$ cat src/rtl/ads1115_scan_sequencer_pkg.sv
// Shared definitions for the ADS1115 scan sequencer family: register
// pointers, config-word field positions, FSM encoding and a channel picker.
package ads1115_pkg;

   // ADS1115 register pointer bytes
   localparam logic [7:0] REG_CONV = 8'h00;
   localparam logic [7:0] REG_CFG  = 8'h01;

   // Config register field positions (MSB of each field)
   localparam int CFG_OS_BIT   = 15;
   localparam int CFG_MUX_MSB  = 14;
   localparam int CFG_PGA_MSB  = 11;
   localparam int CFG_MODE_BIT = 8;
   localparam int CFG_DR_MSB   = 7;
   localparam int CFG_COMP_MSB = 4;

   // Comparator fully disabled, ALERT/RDY pin high-impedance
   localparam logic [4:0] COMP_DISABLE = 5'b00011;

   // Sequencer states
   typedef enum logic [3:0] {
      ST_IDLE  = 4'd0,
      ST_SEL   = 4'd1,
      ST_CFG   = 4'd2,
      ST_CFG_W = 4'd3,
      ST_CONV  = 4'd4,
      ST_PTR   = 4'd5,
      ST_PTR_W = 4'd6,
      ST_RD    = 4'd7,
      ST_RD_W  = 4'd8,
      ST_DONE  = 4'd9
   } state_t;

   // Index of the lowest set bit; returns 0 for an empty mask
   function automatic logic [1:0] lowest_set(input logic [3:0] mask);
      logic [1:0] ch;
      ch = 2'd0;
      for (int i = 3; i >= 0; i--) begin
         if (mask[i]) ch = 2'(i);
      end
      return ch;
   endfunction

endpackage

$ cat src/rtl/ads1115_scan_sequencer_if.sv
// Command/response bus between the scan sequencer and the I2C transaction engine.
interface ads1115_scan_sequencer_if;
   logic        cmd_valid;
   logic        cmd_ready;
   logic [6:0]  cmd_addr;
   logic        cmd_rw;
   logic [7:0]  cmd_reg;
   logic [15:0] cmd_wdata;
   logic [1:0]  cmd_nbytes;
   logic        cmd_done;
   logic        cmd_nack;
   logic [15:0] rsp_data;

   // Sequencer side issues commands
   modport master (
      output cmd_valid, cmd_addr, cmd_rw, cmd_reg, cmd_wdata, cmd_nbytes,
      input  cmd_ready, cmd_done, cmd_nack, rsp_data
   );

   // Engine side executes them
   modport slave (
      input  cmd_valid, cmd_addr, cmd_rw, cmd_reg, cmd_wdata, cmd_nbytes,
      output cmd_ready, cmd_done, cmd_nack, rsp_data
   );
endinterface

$ cat src/rtl/ads1115_scan_sequencer_cfg_word.sv
// Combinational builder of the single-shot, single-ended ADS1115 config word.
module ads1115_cfg_word
   import ads1115_pkg::*;
(
   input  logic [1:0]  i_ch,
   input  logic [2:0]  i_pga,
   input  logic [2:0]  i_dr,
   output logic [15:0] o_word
);

   // Assemble OS=1, MUX=1xx (AINx vs GND), PGA, MODE=single-shot, DR, comparator off
   always_comb begin
      o_word                      = '0;
      o_word[CFG_OS_BIT]          = 1'b1;
      o_word[CFG_MUX_MSB -: 3]    = {1'b1, i_ch};
      o_word[CFG_PGA_MSB -: 3]    = i_pga;
      o_word[CFG_MODE_BIT]        = 1'b1;
      o_word[CFG_DR_MSB -: 3]     = i_dr;
      o_word[CFG_COMP_MSB -: 5]   = COMP_DISABLE;
   end

endmodule

$ cat src/rtl/ads1115_scan_sequencer.sv
// Scans the enabled ADS1115 single-ended inputs in ascending order:
// config write, conversion wait, pointer write, 16-bit read, per channel.
module ads1115_scan_sequencer
   import ads1115_pkg::*;
#(
   parameter logic [6:0] I2C_ADDR         = 7'h48,
   parameter logic [2:0] PGA              = 3'b001,
   parameter logic [2:0] DR               = 3'b100,
   parameter int         CONV_WAIT_CYCLES = 500_000,
   parameter int         SCAN_GAP_CYCLES  = 50_000
) (
   input  logic        clk,
   input  logic        rst,
   input  logic        start,
   input  logic        continuous,
   input  logic [3:0]  ch_mask,
   ads1115_scan_sequencer_if.master bus,
   output logic [63:0] results,
   output logic        result_valid,
   output logic [1:0]  result_ch,
   output logic        scan_done,
   output logic        busy,
   output logic        err_nack
);

   // One down-counter serves both the conversion wait and the inter-scan gap
   localparam int CONV_W = (CONV_WAIT_CYCLES > 1) ? $clog2(CONV_WAIT_CYCLES) : 1;
   localparam int GAP_W  = (SCAN_GAP_CYCLES > 1) ? $clog2(SCAN_GAP_CYCLES) : 1;
   localparam int CNT_W  = (CONV_W > GAP_W) ? CONV_W : GAP_W;
   localparam logic [CNT_W-1:0] CONV_LOAD = CNT_W'(CONV_WAIT_CYCLES - 1);
   localparam logic [CNT_W-1:0] GAP_LOAD  = CNT_W'(SCAN_GAP_CYCLES - 1);

   state_t             r_state;
   logic [CNT_W-1:0]   r_cnt;
   logic               r_gap_armed;
   logic [3:0]         r_mask;
   logic [1:0]         r_ch;
   logic               r_cmd_valid;
   logic [6:0]         r_cmd_addr;
   logic               r_cmd_rw;
   logic [7:0]         r_cmd_reg;
   logic [15:0]        r_cmd_wdata;
   logic [1:0]         r_cmd_nbytes;
   logic [63:0]        r_results;
   logic               r_result_valid;
   logic [1:0]         r_result_ch;
   logic               r_scan_done;
   logic               r_busy;
   logic               r_err_nack;

   logic [1:0]         w_sel_ch;
   logic [15:0]        w_cfg_word;

   assign w_sel_ch = lowest_set(r_mask);

   ads1115_cfg_word u_cfg_word (
      .i_ch   (w_sel_ch),
      .i_pga  (PGA),
      .i_dr   (DR),
      .o_word (w_cfg_word)
   );

   // Scan FSM: walks channels, drives the single outstanding engine command
   always_ff @(posedge clk) begin
      if (rst) begin
         r_state        <= ST_IDLE;
         r_cnt          <= '0;
         r_gap_armed    <= 1'b0;
         r_mask         <= '0;
         r_ch           <= '0;
         r_cmd_valid    <= 1'b0;
         r_cmd_addr     <= '0;
         r_cmd_rw       <= 1'b0;
         r_cmd_reg      <= '0;
         r_cmd_wdata    <= '0;
         r_cmd_nbytes   <= '0;
         r_results      <= '0;
         r_result_valid <= 1'b0;
         r_result_ch    <= '0;
         r_scan_done    <= 1'b0;
         r_busy         <= 1'b0;
         r_err_nack     <= 1'b0;
      end else begin
         r_result_valid <= 1'b0;
         r_scan_done    <= 1'b0;
         unique case (r_state)
            ST_IDLE: begin
               if (start || (r_gap_armed && (r_cnt == '0) && continuous)) begin
                  r_mask      <= ch_mask;
                  r_busy      <= 1'b1;
                  r_gap_armed <= 1'b0;
                  r_state     <= ST_SEL;
                  if (start) r_err_nack <= 1'b0;
               end else if (r_gap_armed) begin
                  // Gap expiring with continuous low: wait for an explicit start
                  if (r_cnt != '0) r_cnt <= r_cnt - CNT_W'(1);
                  else             r_gap_armed <= 1'b0;
               end
            end
            ST_SEL: begin
               if (r_mask == '0) begin
                  r_scan_done <= 1'b1;
                  r_busy      <= 1'b0;
                  r_state     <= ST_DONE;
               end else begin
                  r_ch         <= w_sel_ch;
                  r_cmd_valid  <= 1'b1;
                  r_cmd_addr   <= I2C_ADDR;
                  r_cmd_rw     <= 1'b0;
                  r_cmd_reg    <= REG_CFG;
                  r_cmd_wdata  <= w_cfg_word;
                  r_cmd_nbytes <= 2'd2;
                  r_state      <= ST_CFG;
               end
            end
            ST_CFG: begin
               if (bus.cmd_ready) begin
                  r_cmd_valid <= 1'b0;
                  r_state     <= ST_CFG_W;
               end
            end
            ST_CONV: begin
               if (r_cnt == '0) begin
                  r_cmd_valid  <= 1'b1;
                  r_cmd_addr   <= I2C_ADDR;
                  r_cmd_rw     <= 1'b0;
                  r_cmd_reg    <= REG_CONV;
                  r_cmd_wdata  <= '0;
                  r_cmd_nbytes <= 2'd0;
                  r_state      <= ST_PTR;
               end else begin
                  r_cnt <= r_cnt - CNT_W'(1);
               end
            end
            ST_PTR: begin
               if (bus.cmd_ready) begin
                  r_cmd_valid <= 1'b0;
                  r_state     <= ST_PTR_W;
               end
            end
            ST_RD: begin
               if (bus.cmd_ready) begin
                  r_cmd_valid <= 1'b0;
                  r_state     <= ST_RD_W;
               end
            end
            ST_CFG_W, ST_PTR_W, ST_RD_W: begin
               if (bus.cmd_done) begin
                  if (bus.cmd_nack) begin
                     // Abandon this channel, keep its previous result, no retry
                     r_err_nack   <= 1'b1;
                     r_mask[r_ch] <= 1'b0;
                     r_state      <= ST_SEL;
                  end else if (r_state == ST_CFG_W) begin
                     r_cnt   <= CONV_LOAD;
                     r_state <= ST_CONV;
                  end else if (r_state == ST_PTR_W) begin
                     r_cmd_valid  <= 1'b1;
                     r_cmd_addr   <= I2C_ADDR;
                     r_cmd_rw     <= 1'b1;
                     r_cmd_reg    <= REG_CONV;
                     r_cmd_wdata  <= '0;
                     r_cmd_nbytes <= 2'd2;
                     r_state      <= ST_RD;
                  end else begin
                     r_results[{r_ch, 4'b0000} +: 16] <= bus.rsp_data;
                     r_result_valid <= 1'b1;
                     r_result_ch    <= r_ch;
                     r_mask[r_ch]   <= 1'b0;
                     r_state        <= ST_SEL;
                  end
               end
            end
            ST_DONE: begin
               r_cnt       <= GAP_LOAD;
               r_gap_armed <= 1'b1;
               r_state     <= ST_IDLE;
            end
            default: r_state <= ST_IDLE;
         endcase
      end
   end

   assign bus.cmd_valid  = r_cmd_valid;
   assign bus.cmd_addr   = r_cmd_addr;
   assign bus.cmd_rw     = r_cmd_rw;
   assign bus.cmd_reg    = r_cmd_reg;
   assign bus.cmd_wdata  = r_cmd_wdata;
   assign bus.cmd_nbytes = r_cmd_nbytes;
   assign results        = r_results;
   assign result_valid   = r_result_valid;
   assign result_ch      = r_result_ch;
   assign scan_done      = r_scan_done;
   assign busy           = r_busy;
   assign err_nack       = r_err_nack;

endmodule
$ cat src/flat_wrapper.sv
// flat-port wrapper written by rule: the top's interface ports become plain ports
module ads1115_scan_sequencer_flat import ads1115_pkg::*;
#(
   parameter logic [6:0] I2C_ADDR         = 7'h48,
   parameter logic [2:0] PGA              = 3'b001,
   parameter logic [2:0] DR               = 3'b100,
   parameter int         CONV_WAIT_CYCLES = 500_000,
   parameter int         SCAN_GAP_CYCLES  = 50_000
)
  (clk, rst, start, continuous, ch_mask, results, result_valid, result_ch, scan_done, busy, err_nack, bus_cmd_valid, bus_cmd_addr, bus_cmd_rw, bus_cmd_reg, bus_cmd_wdata, bus_cmd_nbytes, bus_cmd_ready, bus_cmd_done, bus_cmd_nack, bus_rsp_data);
  ads1115_scan_sequencer_if bus_i ();
  input  logic clk;
  input  logic rst;
  input  logic start;
  input  logic continuous;
  input  logic [3:0] ch_mask;
  output logic [63:0] results;
  output logic result_valid;
  output logic [1:0] result_ch;
  output logic scan_done;
  output logic busy;
  output logic err_nack;
  output wire logic [$bits(bus_i.cmd_valid)-1:0] bus_cmd_valid;
  output wire logic [$bits(bus_i.cmd_addr)-1:0] bus_cmd_addr;
  output wire logic [$bits(bus_i.cmd_rw)-1:0] bus_cmd_rw;
  output wire logic [$bits(bus_i.cmd_reg)-1:0] bus_cmd_reg;
  output wire logic [$bits(bus_i.cmd_wdata)-1:0] bus_cmd_wdata;
  output wire logic [$bits(bus_i.cmd_nbytes)-1:0] bus_cmd_nbytes;
  input wire logic [$bits(bus_i.cmd_ready)-1:0] bus_cmd_ready;
  input wire logic [$bits(bus_i.cmd_done)-1:0] bus_cmd_done;
  input wire logic [$bits(bus_i.cmd_nack)-1:0] bus_cmd_nack;
  input wire logic [$bits(bus_i.rsp_data)-1:0] bus_rsp_data;
  assign bus_cmd_valid = bus_i.cmd_valid;
  assign bus_cmd_addr = bus_i.cmd_addr;
  assign bus_cmd_rw = bus_i.cmd_rw;
  assign bus_cmd_reg = bus_i.cmd_reg;
  assign bus_cmd_wdata = bus_i.cmd_wdata;
  assign bus_cmd_nbytes = bus_i.cmd_nbytes;
  assign bus_i.cmd_ready = bus_cmd_ready;
  assign bus_i.cmd_done = bus_cmd_done;
  assign bus_i.cmd_nack = bus_cmd_nack;
  assign bus_i.rsp_data = bus_rsp_data;
  ads1115_scan_sequencer #(.I2C_ADDR(I2C_ADDR), .PGA(PGA), .DR(DR), .CONV_WAIT_CYCLES(CONV_WAIT_CYCLES), .SCAN_GAP_CYCLES(SCAN_GAP_CYCLES)) u_core (.clk(clk), .rst(rst), .start(start), .continuous(continuous), .ch_mask(ch_mask), .bus(bus_i), .results(results), .result_valid(result_valid), .result_ch(result_ch), .scan_done(scan_done), .busy(busy), .err_nack(err_nack));
endmodule
$ cat config.mk
export PLATFORM = sky130hd
export DESIGN_NAME = ads1115_scan_sequencer_flat
export DESIGN_NICKNAME = d
export VERILOG_FILES = /design/src/rtl/ads1115_scan_sequencer_pkg.sv /design/src/rtl/ads1115_scan_sequencer_if.sv /design/src/rtl/ads1115_scan_sequencer_cfg_word.sv /design/src/rtl/ads1115_scan_sequencer.sv /design/src/flat_wrapper.sv
export SDC_FILE = /design/constraint.sdc
export NUM_CORES = 1
export LEC_CHECK = 0
export ABC_AREA = 1
export BUFFER_PORTS_ARGS = -buffer_cell sky130_fd_sc_hd__buf_2
export CAP_MARGIN = 15
export CORE_UTILIZATION = 55
export DETAILED_ROUTE_END_ITERATION = 8
export GPL_ROUTABILITY_DRIVEN = 0
export PLACE_DENSITY = 0.82
export RECOVER_POWER = 50
export REMOVE_ABC_BUFFERS = 1
export SYNTH_ARGS = -nofsm -noshare
export SYNTH_HDL_FRONTEND = slang
export SYNTH_HIERARCHICAL = 1
export SYNTH_SLANG_ARGS = --single-unit
$ cat constraint.sdc
create_clock -name clk -period 2.3 [get_ports clk]
set_input_delay 0.46 -clock clk [delete_from_list [all_inputs] [get_ports clk]]
set_output_delay 0.46 -clock clk [all_outputs]
set_load 0.05 [all_outputs]
==> out/results.ini <==
[setup_path]
arrival_ps = 2540
cp.required_ps = 2740
startpoint_type = flip-flop
worstPathMaxFanout = 22
critical_path_class = flip-flop to flip-flop
endpoint_kind = flip-flop

[power]
vdd_drop_max_uv = 689.2
power_density_nw_per_um2 = 1311
power.leakage_nw = 3.163

[synthesis]
synth-seq-cells = 121
ys_warn_count = 6
synth.cell_area_um2 = 6080
synthCells = 846
synth-seq-area-share_pct = 39.84
post_synth.cell_area_avg_um2 = 7.186
synth_cell_types = 37

[cells_and_area]
syn_to_final_growth_pct = 17.70
fillerInstances = 970
largest_reg_flops = 64
drive_gt1_share_pct = 10.53
nets = 994
diodes = 0
design_area_um2 = 7156

[routing]
post-route-drc-count = 0
wl_um = 15710
ant_nets = 0
post_drt_wl_per_cell_um = 14.17
vias = 6026
drtPass1Iterations = 5
vias_per_cell = 5.434
drt_iter0_drc = 351

[grt]
grt_max_degree = 60
grt_usage_pct = 28.39
grt-ovfl-total = 0
grt_pass1_vias = 5422
antenna_found_initial = 0
grt_first_pass_wirelength_um = 25770

[run]
maxCapViolations = 0

[cts]
cts_sinks = 121
cts-buffers-inserted = 17
htreeDepth = 4
cts_max_path_buffers = 2
clk_pin_slew_ps = 60
root_buffer = clkbuf_8
clk_latency_ps = 510
cts_tree = done

[floorplanning]
ios = 132
die_h_um = 107.1
core_area_um2 = 10790
dieArea_um2 = 11480
die_x_um = 107.1
start_util_pct = 56.33
row_count = 38

[timing]
fmax_mhz = 477.5
maxSlewViolCount = 0
hold_viol_final = 0
rsz0062_at_grt = no
relSlewSlack_pct = 53.13
fin_ws_ps = 205.7
fin_crit_ps = 2094
tightestPinTransition_ps = 703.0
fin_skew_ps = 6.034
setup_violations = 0
finalCritPeriodShare_pct = 91.05

[min_path]
hold_class = primary input to flip-flop

[place]
io_buffers = 118
place_ws_ps = 280.0
dp_hpwl_um = 10510
placed_area_um2 = 6649

[status]
outcome = completed

repair_timing:
item	in CTS	in global routing
buffers inserted	0	2
hold buffers	0	0
setup endpoints to repair	0	2
gates resized for setup	0	0
synth_stat cells, drive strengths merged:
master	count	share of area, %
nand2	146	9.6
dfxtp	121	40
nor2	114	8.3
o21ai	105	8.6
a21oi	81	6.7
nand3	80	7.1
inv	61	3.8
buf	49	5.9
clkbuf	24	1.5
nand4	16	1.6
o211a	13	2.1
ha	10	2.1
nor3	5	0.41
conb	4	0.25
o31ai	4	0.49
o21a	3	0.37
clkinv	2	0.12
xor2	2	0.29
a211oi	1	0.12
a22oi	1	0.12
nand3b	1	0.19
o21bai	1	0.12
or2	1	0.10
xnor2	1	0.14
path summary, 6_finish.rpt:
kind | end | depth (start not counted) | slack [ps] | start
setup / recovery | u_core/results[17] | 9 | 210 | u_core/r_state[3]
hold / removal | u_core/results[34] | 3 | 240 | bus_rsp_data[2]
setup reg to reg | u_core/results[17] | 9 | 210 | u_core/r_state[3]
hold reg to reg | u_core/results[1] | 2 | 460 | u_core/results[1]
routing by layer:
metal	GRT usage (%)	wire length, um
met3	8.632	1486
met5	0	0
met1	34.72	6531
met4	11.74	396
met2	46.27	7295
logic make-up (layout without fill, tap and decap cells):
group                      after synthesis  after routing  synth area share [%]
AOI/OAI and AO/OA                      209            209                 18.75
xor gates and xnor gates                 3              3                0.4323
other                                    4             27                0.2469
adders and majority gates               10             10                 2.058
DFF                                    121            121                 39.84
buffers and inverters                  136            235                 11.34
and+or+nand+nor                        363            364                 27.33
report_power, final:
group | switching [mW] | internal, mW | total, mW | leakage [nW]
clock network | 0.934 | 1.78 | 2.71 | 0.290
logic | 2.89 | 1.17 | 4.06 | 1.89
registers | 0.216 | 2.39 | 2.61 | 0.982
area by class of cell:
cell class	instances	area, um2	share of cell area, %
timing repair buffer	141	656.9	9.180
tap	140	175.2	2.448
clock inverter	12	175.2	2.448
clock buffer	19	431.7	6.033
sequential	121	2422	33.85
inverter	63	236.5	3.305
multi-input combinational	613	3058	42.73
cell usage in the layout, fill, tap and decap left out, types with 10 or more instances in the layout:
cell type / count
buf_2: 26
inv_1: 59
clkbuf_1: 94
nand4_1: 16
conb_1: 27
dfxtp_1: 121
nand3_1: 77
buf_4: 21
clkbuf_16: 16
a21oi_1: 80
ha_1: 10
o211a_1: 13
nand2_1: 141
o21ai_0: 100
nor2_1: 104
critical path, stage by stage (launching register included):
cell,delay (ps)
dfxtp_1,460
inv_2,80
nor2_2,110
nand2_1,120
nand3_4,170
nand3_4,200
nor2_4,440
buf_4,240
o21ai_0,70
a21oi_1,130
stage by stage:
stage          hold slack [ps]  utilization, %  std cells  TNS (ps)  power (mW)
2_1_floorplan            448.0               -        796    -15160       5.623
3_3_place_gp             453.0           61.60       1075         0       6.557
3_5_place_dp             452.4           61.60       1075         0       6.611
4_1_cts                  213.5           67.23       1106         0       9.385
5_1_grt                  223.6           66.30       1109         0       10.07
6_report                 240.1           66.30       1109         0       9.384
Note: power is estimated with default switching activity, not from simulation.
